File: src/rtl/nitta_i2c_tx_arbiter_if.sv
// Bundle of requester-side and I2C-byte-side signals for the transmit arbiter.
// master = arbiter side, slave = requesters plus the I2C byte sink.
// No state; timing and backpressure are defined by the arbiter.
interface nitta_i2c_tx_arbiter_if #(
    parameter int DATA_WIDTH     = 32,
    parameter int I2C_DATA_WIDTH = 8,
    parameter int REQ_NUM        = 4
);
    localparam int GRANT_W = $clog2(REQ_NUM);

    logic [REQ_NUM-1:0]            req_valid;
    logic [REQ_NUM*DATA_WIDTH-1:0] req_data;
    logic [REQ_NUM-1:0]            req_ready;
    logic [I2C_DATA_WIDTH-1:0]     to_i2c;
    logic                          i2c_valid;
    logic                          i2c_ready;
    logic                          busy;
    logic [GRANT_W-1:0]            grant_id;

    modport master (
        input  req_valid, req_data, i2c_ready,
        output req_ready, to_i2c, i2c_valid, busy, grant_id
    );

    modport slave (
        output req_valid, req_data, i2c_ready,
        input  req_ready, to_i2c, i2c_valid, busy, grant_id
    );
endinterface

File: src/rtl/nitta_i2c_tx_arbiter.sv
// Round-robin arbiter serialising NITTA words from REQ_NUM sources onto one I2C byte stream.
// Latency: grant (req_ready) in cycle t, first byte valid in t+1; one idle bubble between words.
// Backpressure: bytes are registered and held stable while i2c_ready is low; requests wait in IDLE.
module nitta_i2c_tx_arbiter #(
    parameter int DATA_WIDTH     = 32,
    parameter int I2C_DATA_WIDTH = 8,
    parameter int REQ_NUM        = 4,
    parameter int SEND_HEADER    = 1
) (
    input logic                     clk,
    input logic                     rst,
    nitta_i2c_tx_arbiter_if.master  bus
);
    localparam int SUBFRAME_NUMBER = DATA_WIDTH / I2C_DATA_WIDTH;
    localparam int CNT_W           = (SUBFRAME_NUMBER > 1) ? $clog2(SUBFRAME_NUMBER) : 1;
    localparam int GRANT_W         = $clog2(REQ_NUM);

    typedef enum logic [1:0] {IDLE, HEADER, DATA} state_t;

    state_t                    state_q, state_n;
    logic [DATA_WIDTH-1:0]     shreg_q, shreg_n, shifted;
    logic [CNT_W-1:0]          cnt_q, cnt_n;
    logic [GRANT_W-1:0]        grant_q, grant_n, last_q, last_n;
    logic [I2C_DATA_WIDTH-1:0] byte_q, byte_n;
    logic                      valid_q, valid_n;
    logic [REQ_NUM-1:0]        ready_c;
    logic [GRANT_W-1:0]        pick, cand;
    logic                      found;
    logic [DATA_WIDTH-1:0]     pick_word;
    int                        idx;

    // Scan starting just after the last served source so it has lowest priority.
    always_comb begin
        found     = 1'b0;
        pick      = '0;
        cand      = '0;
        idx       = 0;
        pick_word = '0;
        for (int k = 1; k <= REQ_NUM; k++) begin
            idx  = (int'(last_q) + k) % REQ_NUM;
            cand = GRANT_W'(idx);
            if (!found && bus.req_valid[cand]) begin
                found = 1'b1;
                pick  = cand;
            end
        end
        for (int i = 0; i < REQ_NUM; i++) begin
            if (pick == GRANT_W'(i)) pick_word = bus.req_data[i*DATA_WIDTH +: DATA_WIDTH];
        end
    end

    always_comb begin
        state_n = state_q;
        shreg_n = shreg_q;
        cnt_n   = cnt_q;
        grant_n = grant_q;
        last_n  = last_q;
        byte_n  = byte_q;
        valid_n = valid_q;
        ready_c = '0;
        shifted = shreg_q << I2C_DATA_WIDTH;
        case (state_q)
            IDLE: begin
                if (found) begin
                    ready_c[pick] = 1'b1;
                    grant_n       = pick;
                    shreg_n       = pick_word;
                    cnt_n         = '0;
                    valid_n       = 1'b1;
                    if (SEND_HEADER != 0) begin
                        state_n = HEADER;
                        byte_n  = I2C_DATA_WIDTH'(pick);
                    end else begin
                        state_n = DATA;
                        byte_n  = pick_word[DATA_WIDTH-1 -: I2C_DATA_WIDTH];
                    end
                end
            end
            HEADER: begin
                if (bus.i2c_ready) begin
                    state_n = DATA;
                    cnt_n   = '0;
                    byte_n  = shreg_q[DATA_WIDTH-1 -: I2C_DATA_WIDTH];
                end
            end
            DATA: begin
                if (bus.i2c_ready) begin
                    shreg_n = shifted;
                    byte_n  = shifted[DATA_WIDTH-1 -: I2C_DATA_WIDTH];
                    if (cnt_q == CNT_W'(SUBFRAME_NUMBER - 1)) begin
                        state_n = IDLE;
                        last_n  = grant_q;
                        cnt_n   = '0;
                        valid_n = 1'b0;
                    end else begin
                        cnt_n = cnt_q + CNT_W'(1);
                    end
                end
            end
            default: state_n = IDLE;
        endcase
    end

    always_ff @(posedge clk) begin
        if (!rst) begin
            state_q <= IDLE;
            shreg_q <= '0;
            cnt_q   <= '0;
            grant_q <= '0;
            last_q  <= GRANT_W'(REQ_NUM - 1);
            byte_q  <= '0;
            valid_q <= 1'b0;
        end else begin
            state_q <= state_n;
            shreg_q <= shreg_n;
            cnt_q   <= cnt_n;
            grant_q <= grant_n;
            last_q  <= last_n;
            byte_q  <= byte_n;
            valid_q <= valid_n;
        end
    end

    // Accept strobe is combinational from the scan, so mask it while reset is held.
    assign bus.req_ready = rst ? ready_c : '0;
    assign bus.to_i2c    = byte_q;
    assign bus.i2c_valid = valid_q;
    assign bus.busy      = (state_q != IDLE);
    assign bus.grant_id  = grant_q;
endmodule

File: src/flat_wrapper.sv
// flat-port wrapper written by rule: the top's interface ports become plain ports
module nitta_i2c_tx_arbiter_flat 
#(
    parameter int DATA_WIDTH     = 32,
    parameter int I2C_DATA_WIDTH = 8,
    parameter int REQ_NUM        = 4,
    parameter int SEND_HEADER    = 1
)
  (clk, rst, bus_req_valid, bus_req_data, bus_i2c_ready, bus_req_ready, bus_to_i2c, bus_i2c_valid, bus_busy, bus_grant_id);
  nitta_i2c_tx_arbiter_if #(.DATA_WIDTH(DATA_WIDTH), .I2C_DATA_WIDTH(I2C_DATA_WIDTH), .REQ_NUM(REQ_NUM)) bus_i ();
  input logic clk;
  input logic rst;
  input wire logic [$bits(bus_i.req_valid)-1:0] bus_req_valid;
  input wire logic [$bits(bus_i.req_data)-1:0] bus_req_data;
  input wire logic [$bits(bus_i.i2c_ready)-1:0] bus_i2c_ready;
  output wire logic [$bits(bus_i.req_ready)-1:0] bus_req_ready;
  output wire logic [$bits(bus_i.to_i2c)-1:0] bus_to_i2c;
  output wire logic [$bits(bus_i.i2c_valid)-1:0] bus_i2c_valid;
  output wire logic [$bits(bus_i.busy)-1:0] bus_busy;
  output wire logic [$bits(bus_i.grant_id)-1:0] bus_grant_id;
  assign bus_i.req_valid = bus_req_valid;
  assign bus_i.req_data = bus_req_data;
  assign bus_i.i2c_ready = bus_i2c_ready;
  assign bus_req_ready = bus_i.req_ready;
  assign bus_to_i2c = bus_i.to_i2c;
  assign bus_i2c_valid = bus_i.i2c_valid;
  assign bus_busy = bus_i.busy;
  assign bus_grant_id = bus_i.grant_id;
  nitta_i2c_tx_arbiter #(.DATA_WIDTH(DATA_WIDTH), .I2C_DATA_WIDTH(I2C_DATA_WIDTH), .REQ_NUM(REQ_NUM), .SEND_HEADER(SEND_HEADER)) u_core (.clk(clk), .rst(rst), .bus(bus_i));
endmodule
File: config.mk
export PLATFORM = sky130hd
export DESIGN_NAME = nitta_i2c_tx_arbiter_flat
export DESIGN_NICKNAME = d
export VERILOG_FILES = /design/src/rtl/nitta_i2c_tx_arbiter_if.sv /design/src/rtl/nitta_i2c_tx_arbiter.sv /design/src/flat_wrapper.sv
export SDC_FILE = /design/constraint.sdc
export NUM_CORES = 1
export LEC_CHECK = 0
export BUFFER_PORTS_ARGS = -buffer_cell sky130_fd_sc_hd__clkbuf_2
export CAP_MARGIN = 20
export CORE_MARGIN = 5
export CORE_UTILIZATION = 49
export DETAILED_ROUTE_END_ITERATION = 10
export HOLD_SLACK_MARGIN = 0.06
export PLACE_DENSITY = 0.89
export SLEW_MARGIN = 20
export SYNTH_ARGS = -nofsm -noshare
export SYNTH_HDL_FRONTEND = slang
export SYNTH_SLANG_ARGS = --single-unit
File: constraint.sdc
create_clock -name clk -period 2.4 [get_ports clk]
set_input_delay 0.24 -clock clk [delete_from_list [all_inputs] [get_ports clk]]
set_output_delay 0.24 -clock clk [all_outputs]
set_load 0.05 [all_outputs]
==> summary.md, run 1 <==
| Metric | Value |
|---|---|
| Vias in the first global route | between 4000 and 5000 |
| Final wirelength | about 12000 um |
| Placer Congestion | 0.9236 |
| Final Total Pwr | about 0.0042 W |
| First-pass DRT Iterations | 5 |
| WHS Path Cells | 3 |
| Crit path max fanout | 33 |
| Post-detail-place hpwl | between 9000 and 10000 um |
| Core outline area | between 7000 and 8000 um^2 |
| DRT iter0 DRCs | roughly 490 |
| H-tree levels | 2 |
| Number of I/O port buffers | 150 |
| Post-route ant nets | 0 |
| Yosys cell types | 54 |
| Max VDD drop | approximately 510 uV |
| Layout Cells excl Fill | between 600 and 700 |
| I/O pin count | around 150 |
| Final core occ | 0.6359 |
| Post-Place Worst Slack | between 0.15 and 0.2 ns |
| Setup violations, final | 0 |
| Setup slack, reg-to-reg | roughly 0.21 ns |
| Root Buffer | clkbuf_8 |
| Crit. End Element | output port |
| Status | complete, no violations |
| Sequential area share after synthesis | 0.2738 |
| Max-cap violation count | 0 |
| Async SR Flop Fraction | 0 |
| CP required | 2.16 ns |
| Setup TNS | 0 ns |
| Critical Path AT | 2.07 ns |
| # placed instances | slightly below 700 |
| Min cycle time layout | about 2.3 ns |
| Syn Nets | 602 |
| Rows | 31 |
| Worst Setup Path Type | reg -> out |
| Max incr delay on CP | roughly 0.41 ns |
| Final Hold Viols | 0 |
| Crit path cell chain | nand2b_1 > a21o_1 > and3_1 > buf_12 > nor3_2 > clkbuf_2 |
| Cells after Synth | between 400 and 500 |
| Lkg Pwr | roughly 2.2 nW |
| Worst Hold Class | in -> reg |
| RSZ-0062 raised after global routing | false |
| Hold_buf cts | 0 |
| Synth warnings | 0 |
| Drt wl/cell | between 15 and 20 um |
| Mapped Area | ~3600 um^2 |
| Post-route setup slack | between 0.09 and 0.1 ns |
| Tcrit/Tclk final | 0.9614 |
| Total global-route track usage | 0.2623 |
| Register bit total from synthesis | 49 |
| Fill count | about 630 |
| Syn-to-layout area delta | 27.38% |
| Die Area | 9120 um^2 |
| Hold endpoint | u_core.shreg_q[30] |
| TritonCTS clock tree | built |
| Vias per inst | 6.087 |
| Slew Viols, Final | 0 |
| Largest net degree at the start of global routing | 52 |
| Grt ovf | 0 |
| First-pass GRT wire length | 19210 um |
| Clock slew at reported path FFs | 0.10 ns |
| Clock Latency Late Sink | a little over 0.3 ns |
| Slew headroom | 0.5877 |
| Reg2reg end | u_core.shreg_q[17] |
| Num CTS Buffers | 5 |
| Startpoint Class | register |
| RR Startpoint | u_core.state_q[1] |
| Starting Density | 0.4992 |
| Clock skew | 0.008503 ns |
| Vias | approximately 4200 |
| Worst Max-Slew Pin Slew | roughly 0.62 ns |
| R2R depth | 7 |
| Syn_area_per_cell | around 7.8 um^2 |
| Die X | around 96 um |
| Pwr per Cell Area | between 900 and 1000 nW/um^2 |
| Longest Clk Path Bufs | 2 |
| CP max stage cell | dfxtp_1 |
| Max frequency | 433.4 MHz |
| Synth Flop Type | dfxtp_1 |
| Diode count | 0 |
| Min-delay src | bus_req_data[30] |
| Nets | 734 |
| Initial antenna violation count | 0 |
| Number of synthesized flops with an enable pin | 0 |
| Total number of clock tree sinks | around 50 |
| # DRC | 0 |
| Layout cells sized above 1 | 0.3485 |
| Chip height | around 96 um |
==> per-stage QoR <==
stage          area, um^2  hold WS (ns)
2_1_floorplan        3587        0.4155
3_3_place_gp         4398        0.4363
3_5_place_dp         4398        0.4343
4_1_cts              4532        0.1997
5_1_grt              4563        0.2030
6_report             4563        0.2024
==> synthesized netlist by cell type, drive strengths merged, types with 15 or more instances <==
cell type  number  area, um^2
nand2          66       247.7
a31oi          17       112.6
clkbuf         21       78.83
nand3          38       190.2
o221ai         18       157.7
nand2b         15       93.84
nor3           15       75.07
buf            22       142.6
inv            20       75.07
nor2           23       88.84
dfxtp          49       980.9
==> cells in the final DEF (no fill, tap or decap), types with 3 or more instances in the layout <==
cell,netlist,final
nand2_1,66,66
clkbuf_8,0,5
a21oi_1,7,7
o31ai_1,8,8
and2_1,3,3
nand2b_1,15,15
nand3_1,38,38
buf_4,1,16
clkbuf_2,0,150
dfxtp_1,49,48
o211ai_1,7,7
o2bb2ai_1,10,10
nor2_1,22,22
mux2_2,4,4
a211oi_1,11,11
o2111a_1,4,4
nor2b_1,11,11
nor3b_1,10,10
a21o_1,11,11
a211o_1,4,4
nor3_1,15,14
inv_1,20,20
a22oi_2,6,6
mux2i_1,3,3
a31oi_1,16,15
mux2_4,5,5
a21boi_1,4,4
o311ai_0,3,3
ha_1,6,4
o211ai_2,5,5
o21bai_1,10,10
a22o_1,4,4
o221ai_1,18,18
==> critical path: cells and delay by family, from the launching register on <==
kind / cells / cell delay [ns]
simple gates: 3 / 0.63
compound gates: 1 / 0.21
buf+inv: 2 / 0.50
flops: 1 / 0.41
==> power by group <==
group,total (W),internal (W),switching [W]
combinational,0.00217,0.000827,0.00134
clock,0.000717,0.000414,0.000302
sequential,0.00129,0.00111,0.000184
==> logic make-up (layout without fill, tap and decap cells) <==
| logic type | Yosys count | in the layout | share of synthesized area |
|---|---|---|---|
| flip-flops | 49 | 49 | 0.2738 |
| AND/OR/NAND/NOR | 186 | 186 | 0.2497 |
| multiplexers | 12 | 12 | 0.04191 |
| adder cells (fa/ha/maj) | 6 | 6 | 0.02096 |
| buffers and inverters | 63 | 195 | 0.08278 |
| AO/OA/AOI/OAI | 145 | 146 | 0.3308 |
==> repair_timing <==
| item | CTS | global route |
|---|---|---|
| gates resized for setup | 0 | 4 |
| endpoints found under the setup margin | 0 | 8 |
| setup buffers | 0 | 0 |
| endpoints found under the hold margin | 0 | 0 |
==> layer usage <==
layer / global-route usage / wire (um)
met1: 0.3362 / 4859
met2: 0.4303 / 5831
met3: 0.05841 / 1317
met4: 0.09716 / 406
met5: 0 / 0
==> cell type report <==
| cell class | instances | area (um^2) | share of cell area |
|---|---|---|---|
| clock buffer | 5 | 68.82 | 0.01508 |
| tap | 99 | 123.9 | 0.02715 |
| inverter | 20 | 75.07 | 0.01645 |
| timing repair buffer | 167 | 890.9 | 0.1952 |
| multi-input combinational | 350 | 2357 | 0.5166 |
| clock inverter | 3 | 65.06 | 0.01426 |
| sequential | 49 | 982.2 | 0.2152 |
==> how the worst max path moves through the flow <==
stage	startpoint	slack, ns	end
after global routing	u_core.last_q[0]	0.02	bus_req_ready[1]
final	u_core.last_q[0]	0.09	bus_req_ready[1]
after floorplan	u_core.last_q[1]	0.18	bus_req_ready[3]
after CTS	u_core.last_q[0]	0.04	bus_req_ready[0]
after detailed placement	u_core.state_q[1]	0.20	u_core.shreg_q[19]
after global placement	u_core.state_q[1]	0.28	u_core.shreg_q[19]
==> sequential cells by signal (all words and copies together) (netlist names) <==
name and count:
u_core.shreg_q 32, u_core.bus.to_i2c 8, u_core.bus.grant_id 2, u_core.cnt_q 2, u_core.last_q 2, u_core.state_q 2, u_core.bus.i2c_valid 1
Power figures use the tool's default switching activity.
==> run 2: changes to the inputs <==
RECOVER_POWER = 100   (was not set)
REMOVE_ABC_BUFFERS = 1   (was not set)
==> run 2 against run 1 <==
  * Largest cell class unchanged
  * Global-route usage about the same
  * Hold slack got worse by 0.0023 ns
  * Critical endpoint unchanged
  * Cell area is 1.4% lower
  * Worst setup slack better by 0.046 ns
  * Clock-buffer cell count increased by 2
==> summary.md, run 2 (synthesis gave the netlist of run 1 again) <==
| Metric | Value |
|---|---|
| Post-detail-place hpwl | 8862 um (-3.2%) |
| Diode count | 0 (unchanged) |
| Crit path max fanout | 14 (-58%) |
| Startpoint Class | register |
| Drt wl/cell | 17.38 um (-3.0%) |
| Nets | 734 (unchanged) |
| Final core occ | 0.6269 (-0.009067) |
| Post-route ant nets | 0 (unchanged) |
| Biggest register | u_core.shreg_q |
| Crit path cell chain | nand2b_1 > a21o_1 > and3_1 > buf_4 > nor3_1 > clkbuf_2 |
| Status | complete, no violations |
| DRT iter0 DRCs | 263 (-46%) |
| Largest register FFs | 32 (unchanged) |
| I/O pin count | 151 (unchanged) |
| # DRC | 0 (unchanged) |
| Clock slew at reported path FFs | 0.09 ns (about the same) |
| Longest Clk Path Bufs | 2 (unchanged) |
| Worst Max-Slew Pin Slew | 0.8192 ns (+0.2026 ns) |
| Layout Cells excl Fill | 693 (unchanged) |
| Vias | 4046 (-4.1%) |
| Setup violations, final | 0 (unchanged) |
| Post-CTS setup buffer count | 0 (unchanged) |
| Die X | 95.50 um (unchanged) |
| Total number of clock tree sinks | 49 (unchanged) |
| Layout cells sized above 1 | 0.3165 (-0.03199) |
| Max-cap violation count | 0 (unchanged) |
| Post-route setup slack | 0.1392 ns (+0.04649 ns) |
| Syn-to-layout area delta | 25.57% |
| Final wirelength | 12050 um (-3.0%) |
| Fill count | 663 (+5.6%) |
| Gates resized, CTS repair | 1 (+1) |
| Clock skew | 0.009306 ns (+0.0008027 ns) |
| Final Hold Viols | 0 (unchanged) |
| Most frequent cells in the layout | clkbuf_2, nand2_1, dfxtp_1 |
| Lkg Pwr | 2.138 nW (-2.8%) |
| RR Startpoint | u_core.last_q[0] |
| Rows | 31 (unchanged) |
| Crit. End Element | output port |
| TritonCTS clock tree | built |
| Critical Path AT | 2.02 ns (-0.05 ns) |
| Core outline area | 7176 um^2 (unchanged) |
| Hold_buf cts | 0 (unchanged) |
| Max frequency | 442.3 MHz (+2.1%) |
| Placer Congestion | 0.8769 (-5.1%) |
| Setup TNS | 0 ns (unchanged) |
| Clock Latency Late Sink | 0.30 ns (about the same) |
| Commonest non-fill, non-tap cell in the layout | clkbuf_2 |
| Chip height | 95.50 um (unchanged) |
| Min cycle time layout | 2.261 ns (-0.04649 ns) |
| Worst Setup Path Type | reg -> out |
| Max incr delay on CP | 0.38 ns (-0.03 ns) |
| CP startpoint | u_core.last_q[0] |
| Grt ovf | 0 (unchanged) |
| Vias in the first global route | 4069 (-0.88%) |
| CP required | 2.16 ns (about the same) |
| First-pass DRT Iterations | 5 (unchanged) |
| Total global-route track usage | 0.2623 (about the same) |
| Max VDD drop | 505.8 uV (-0.77%) |
| H-tree levels | 2 (unchanged) |
| Num CTS Buffers | 5 (unchanged) |
| First-pass GRT wire length | 18890 um (-1.7%) |
| CP max stage cell | dfxtp_1 |
| Slew Viols, Final | 0 (unchanged) |
| Vias per inst | 5.838 (-4.1%) |
| Setup crit end | bus_req_ready[1] |
| Worst Hold Class | in -> reg |
| Final Total Pwr | 0.003986 W (-4.6%) |
| R2R depth | 6 (-1) |
| Tcrit/Tclk final | 0.9420 (-0.01937) |
| # placed instances | 685 (+0.15%) |
| Post-Place Worst Slack | 0.2751 ns (+0.07784 ns) |
| Starting Density | 0.4992 (unchanged) |
| Number of I/O port buffers | 150 (unchanged) |
| Setup slack, reg-to-reg | 0.16 ns (-0.05 ns) |
| Root Buffer | clkbuf_8 |
| RSZ-0062 raised after global routing | false |
| Reg2reg end | u_core.shreg_q[31] |
| Largest net degree at the start of global routing | 52 (unchanged) |
| Initial antenna violation count | 0 (unchanged) |
| Die Area | 9120 um^2 (unchanged) |
| Pwr per Cell Area | 886.2 nW/um^2 (-3.2%) |
| Slew headroom | 0.4539 (-0.1338) |
[run 2: cell count changes in the layout (fill, tap and decap cells not counted), moves of 3 or more]
cell,change
a21boi_0,+4
a21boi_1,-4
mux2_1,+3
clkbuf_2,-11
clkbuf_1,+14
[run 2: how the worst min path moves through the flow]
stage	start	depth (start not counted)	to
detailed placement	u_core.shreg_q[1]	2	u_core.shreg_q[1]
CTS	bus_req_data[30]	3	u_core.shreg_q[30]
global placement	u_core.shreg_q[0]	2	u_core.shreg_q[0]
floorplan	rst	1	u_core.last_q[0]
finish	bus_req_data[30]	3	u_core.shreg_q[30]
global route	bus_req_data[102]	3	u_core.shreg_q[6]
[run 2: worst max-delay path: cells and delay by family, from the launching register on]
kind                   cells  cell delay [ns]
AND/OR/NAND/NOR            3             0.62
AO/OA/AOI/OAI              1             0.21
flip-flops                 1             0.38
buffers and inverters      2             0.51
[run 2: per-layer routing]
metal  track usage  up-vias  routed length (um)
met5             0        -                   0
met4       0.08649        0                 306
met3       0.05919       39                1210
met2        0.4612      233                5823
met1        0.3144     1817                4706
li1              -     1957                   -
[run 2: power breakdown]
part           internal [W]  switching, W
clock              0.000340      0.000277
sequential          0.00111      0.000168
combinational      0.000782       0.00131
[run 2: cell type report]
type | count | area [um^2] | area share
well taps | 99 | 123.9 | 0.02754
multi-input cells | 349 | 2336 | 0.5193
flip-flops and latches | 49 | 982.2 | 0.2184
clock inverters | 1 | 30.03 | 0.006676
inverters | 20 | 75.07 | 0.01669
clock buffers | 7 | 86.33 | 0.01919
repair buffers | 168 | 864.6 | 0.1922
[run 2: stage by stage]
step,hold slack (ns),instance area [um^2]
3_5_place_dp,0.4310,4403
6_report,0.2001,4498
5_1_grt,0.2078,4498
2_1_floorplan,0.3019,3361
4_1_cts,0.1962,4526
3_3_place_gp,0.4298,4403
==> run 3: changes to the inputs <==
RECOVER_POWER = 50   (was 100)
==> run 3 against run 2 <==
  * Register-to-register slack hardly changed
  * Cell area is 0.28% higher
  * Clock power hardly changed
  * Sequential share of layout area is 0.061 points lower
  * Final cell count stayed put
  * Critical path depth stayed put
  * Global-route usage stayed put
  * Worst setup slack worse by 0.0065 ns
  * Routed wire length is 0.72% higher
==> summary.md, run 3 (synthesis gave the netlist of run 1 again) <==
| Metric | Value |
|---|---|
| Clock Latency Late Sink | 0.30 ns (about the same) |
| Post-route setup slack | 0.1327 ns (-0.006548 ns) |
| TritonCTS clock tree | built |
| Register area | 982.2 um^2 (unchanged) |
| Clock slew at reported path FFs | 0.09 ns (about the same) |
| RSZ-0062 raised after global routing | false |
| I/O pin count | 151 (unchanged) |
| Longest Clk Path Bufs | 2 (unchanged) |
| Slew Viols, Final | 0 (unchanged) |
| Worst path bufs/invs | 2 (unchanged) |
| Worst Hold Class | in -> reg |
| Slew headroom | 0.4404 (-0.01346) |
| Num CTS Buffers | 5 (unchanged) |
| Chip height | 95.50 um (unchanged) |
| Vias per inst | 5.879 (+0.69%) |
| Area of the multi-input gates | 2346 um^2 (+0.43%) |
| Largest register FFs | 32 (unchanged) |
| Post-detail-place hpwl | 8862 um (unchanged) |
| Status | complete, no violations |
| Clock skew | 0.01104 ns (+0.001730 ns) |
| Total global-route track usage | 0.2623 (unchanged) |
| Grt ovf | 0 (unchanged) |
| Number of I/O port buffers | 150 (unchanged) |
| Diode count | 0 (unchanged) |
| Post-Place Worst Slack | 0.2751 ns (unchanged) |
| Placer Congestion | 0.8769 (unchanged) |
| # DRC | 0 (unchanged) |
| Largest net degree at the start of global routing | 52 (unchanged) |
| Root Buffer | clkbuf_8 |
| Final Hold Viols | 0 (unchanged) |
| Crit. End Element | output port |
| Initial antenna violation count | 0 (unchanged) |
| Pwr per Cell Area | 888.6 nW/um^2 (+0.27%) |
| Startpoint Class | register |
| Fill count | 657 (-0.90%) |
| Design area | 4511 um^2 (+0.28%) |
| Die X | 95.50 um (unchanged) |
| Min-delay src | bus_req_data[30] |
| Worst path top cell family by delay | simple AND/OR/NAND/NOR gates |
| Core outline area | 7176 um^2 (unchanged) |
| CP startpoint | u_core.last_q[0] |
| DRT iter0 DRCs | 280 (+6.5%) |
| DP Area | 4403 um^2 (unchanged) |
| Rows | 31 (unchanged) |
| Max frequency | 441.1 MHz (-0.29%) |
| Most frequent cells in the layout | clkbuf_2, nand2_1, dfxtp_1 |
| Crit path max fanout | 14 (unchanged) |
| Worst Max-Slew Pin Slew | 0.8394 ns (+0.02019 ns) |
| Syn-to-layout area delta | 25.92% |
| RR Startpoint | u_core.last_q[0] |
| Commonest non-fill, non-tap cell in the layout | clkbuf_2 |
| Post-route ant nets | 0 (unchanged) |
| Final wirelength | 12130 um (+0.72%) |
| Critical Path AT | 2.03 ns (about the same) |
| Max-cap violation count | 0 (unchanged) |
| Nets | 734 (unchanged) |
| Max VDD drop | 494.4 uV (-2.3%) |
| H-tree levels | 2 (unchanged) |
| Tcrit/Tclk final | 0.9447 (+0.002728) |
| First-pass GRT wire length | 18890 um (unchanged) |
| Drt wl/cell | 17.51 um (+0.72%) |
| Biggest register | u_core.shreg_q |
| CP max stage cell | dfxtp_1 |
| Max incr delay on CP | 0.39 ns (about the same) |
| Die Area | 9120 um^2 (unchanged) |
| Total number of clock tree sinks | 49 (unchanged) |
| Layout cells sized above 1 | 0.3232 (+0.006734) |
| Hold_buf cts | 0 (unchanged) |
| # placed instances | 685 (unchanged) |
| Min cycle time layout | 2.267 ns (+0.006548 ns) |
| Starting Density | 0.4992 (unchanged) |
| Crit path cell chain | nand2b_1 > a21o_1 > and3_1 > buf_4 > nor3_1 > clkbuf_2 |
| Setup violations, final | 0 (unchanged) |
| Vias in the first global route | 4069 (unchanged) |
| Layout Cells excl Fill | 693 (unchanged) |
| Vias | 4074 (+0.69%) |
| Worst Setup Path Type | reg -> out |
| Post-CTS setup buffer count | 0 (unchanged) |
| CP required | 2.16 ns (about the same) |
| WHS | 0.1970 ns (-0.003051 ns) |
| Lkg Pwr | 2.149 nW (+0.55%) |
| First-pass DRT Iterations | 5 (unchanged) |
run 3: worst reg2reg max path, cell delays in order (launching register included):
cell and delay (ns):
dfxtp_1 0.47, nand2b_1 0.29, a21o_1 0.17, clkbuf_1 0.63, a31oi_1 0.20, a211oi_1 0.30
o2bb2ai_1 0.09
run 3: path summary, 6_finish.rpt:
path	slack [ns]	depth (start not counted)	to
min reg2reg	0.45	2	u_core.shreg_q[1]
min	0.20	3	u_core.shreg_q[30]
max reg2reg	0.15	6	u_core.shreg_q[31]
max	0.13	6	bus_req_ready[1]
run 3: what timing repair did:
item                                    4_1_cts  5_1_grt
pin swaps                                     0        0
endpoints found under the setup margin        1        2
gates resized for setup                       1        2
endpoints found under the hold margin         0        0
run 3: final cells by class:
type	count	share of cell area
Clock inverter	1	0.006657
Sequential cell	49	0.2178
Tap cell	99	0.02746
Clock buffer	7	0.01914
Inverter	20	0.01664
Multi-Input combinational cell	349	0.5201
Timing Repair Buffer	168	0.1922
run 3: routing by layer:
metal | vias to the layer above | global-route usage | part of all wire
met4 | 0 | 0.08649 | 0.024
met5 | - | 0 | 0
met2 | 217 | 0.4612 | 0.48
met1 | 1865 | 0.3144 | 0.39
li1 | 1956 | - | -
met3 | 36 | 0.05919 | 0.10
run 3: report_power, final:
group / total, W / switching [W] / internal [W]
clock: 0.000620 / 0.000280 / 0.000340
sequential: 0.00128 / 0.000170 / 0.00111
combinational: 0.00211 / 0.00132 / 0.000788
total: 0.00401 / 0.00177 / 0.00224
run 3: through the flow:
stage	setup TNS (ns)	util	power, W
3_3_place_gp	0	0.6136	0.003304
2_1_floorplan	-18.25	-	0.002699
4_1_cts	0	0.6307	0.004008
6_report	0	0.6286	0.004008
5_1_grt	0	0.6286	0.004270
3_5_place_dp	0	0.6136	0.003384
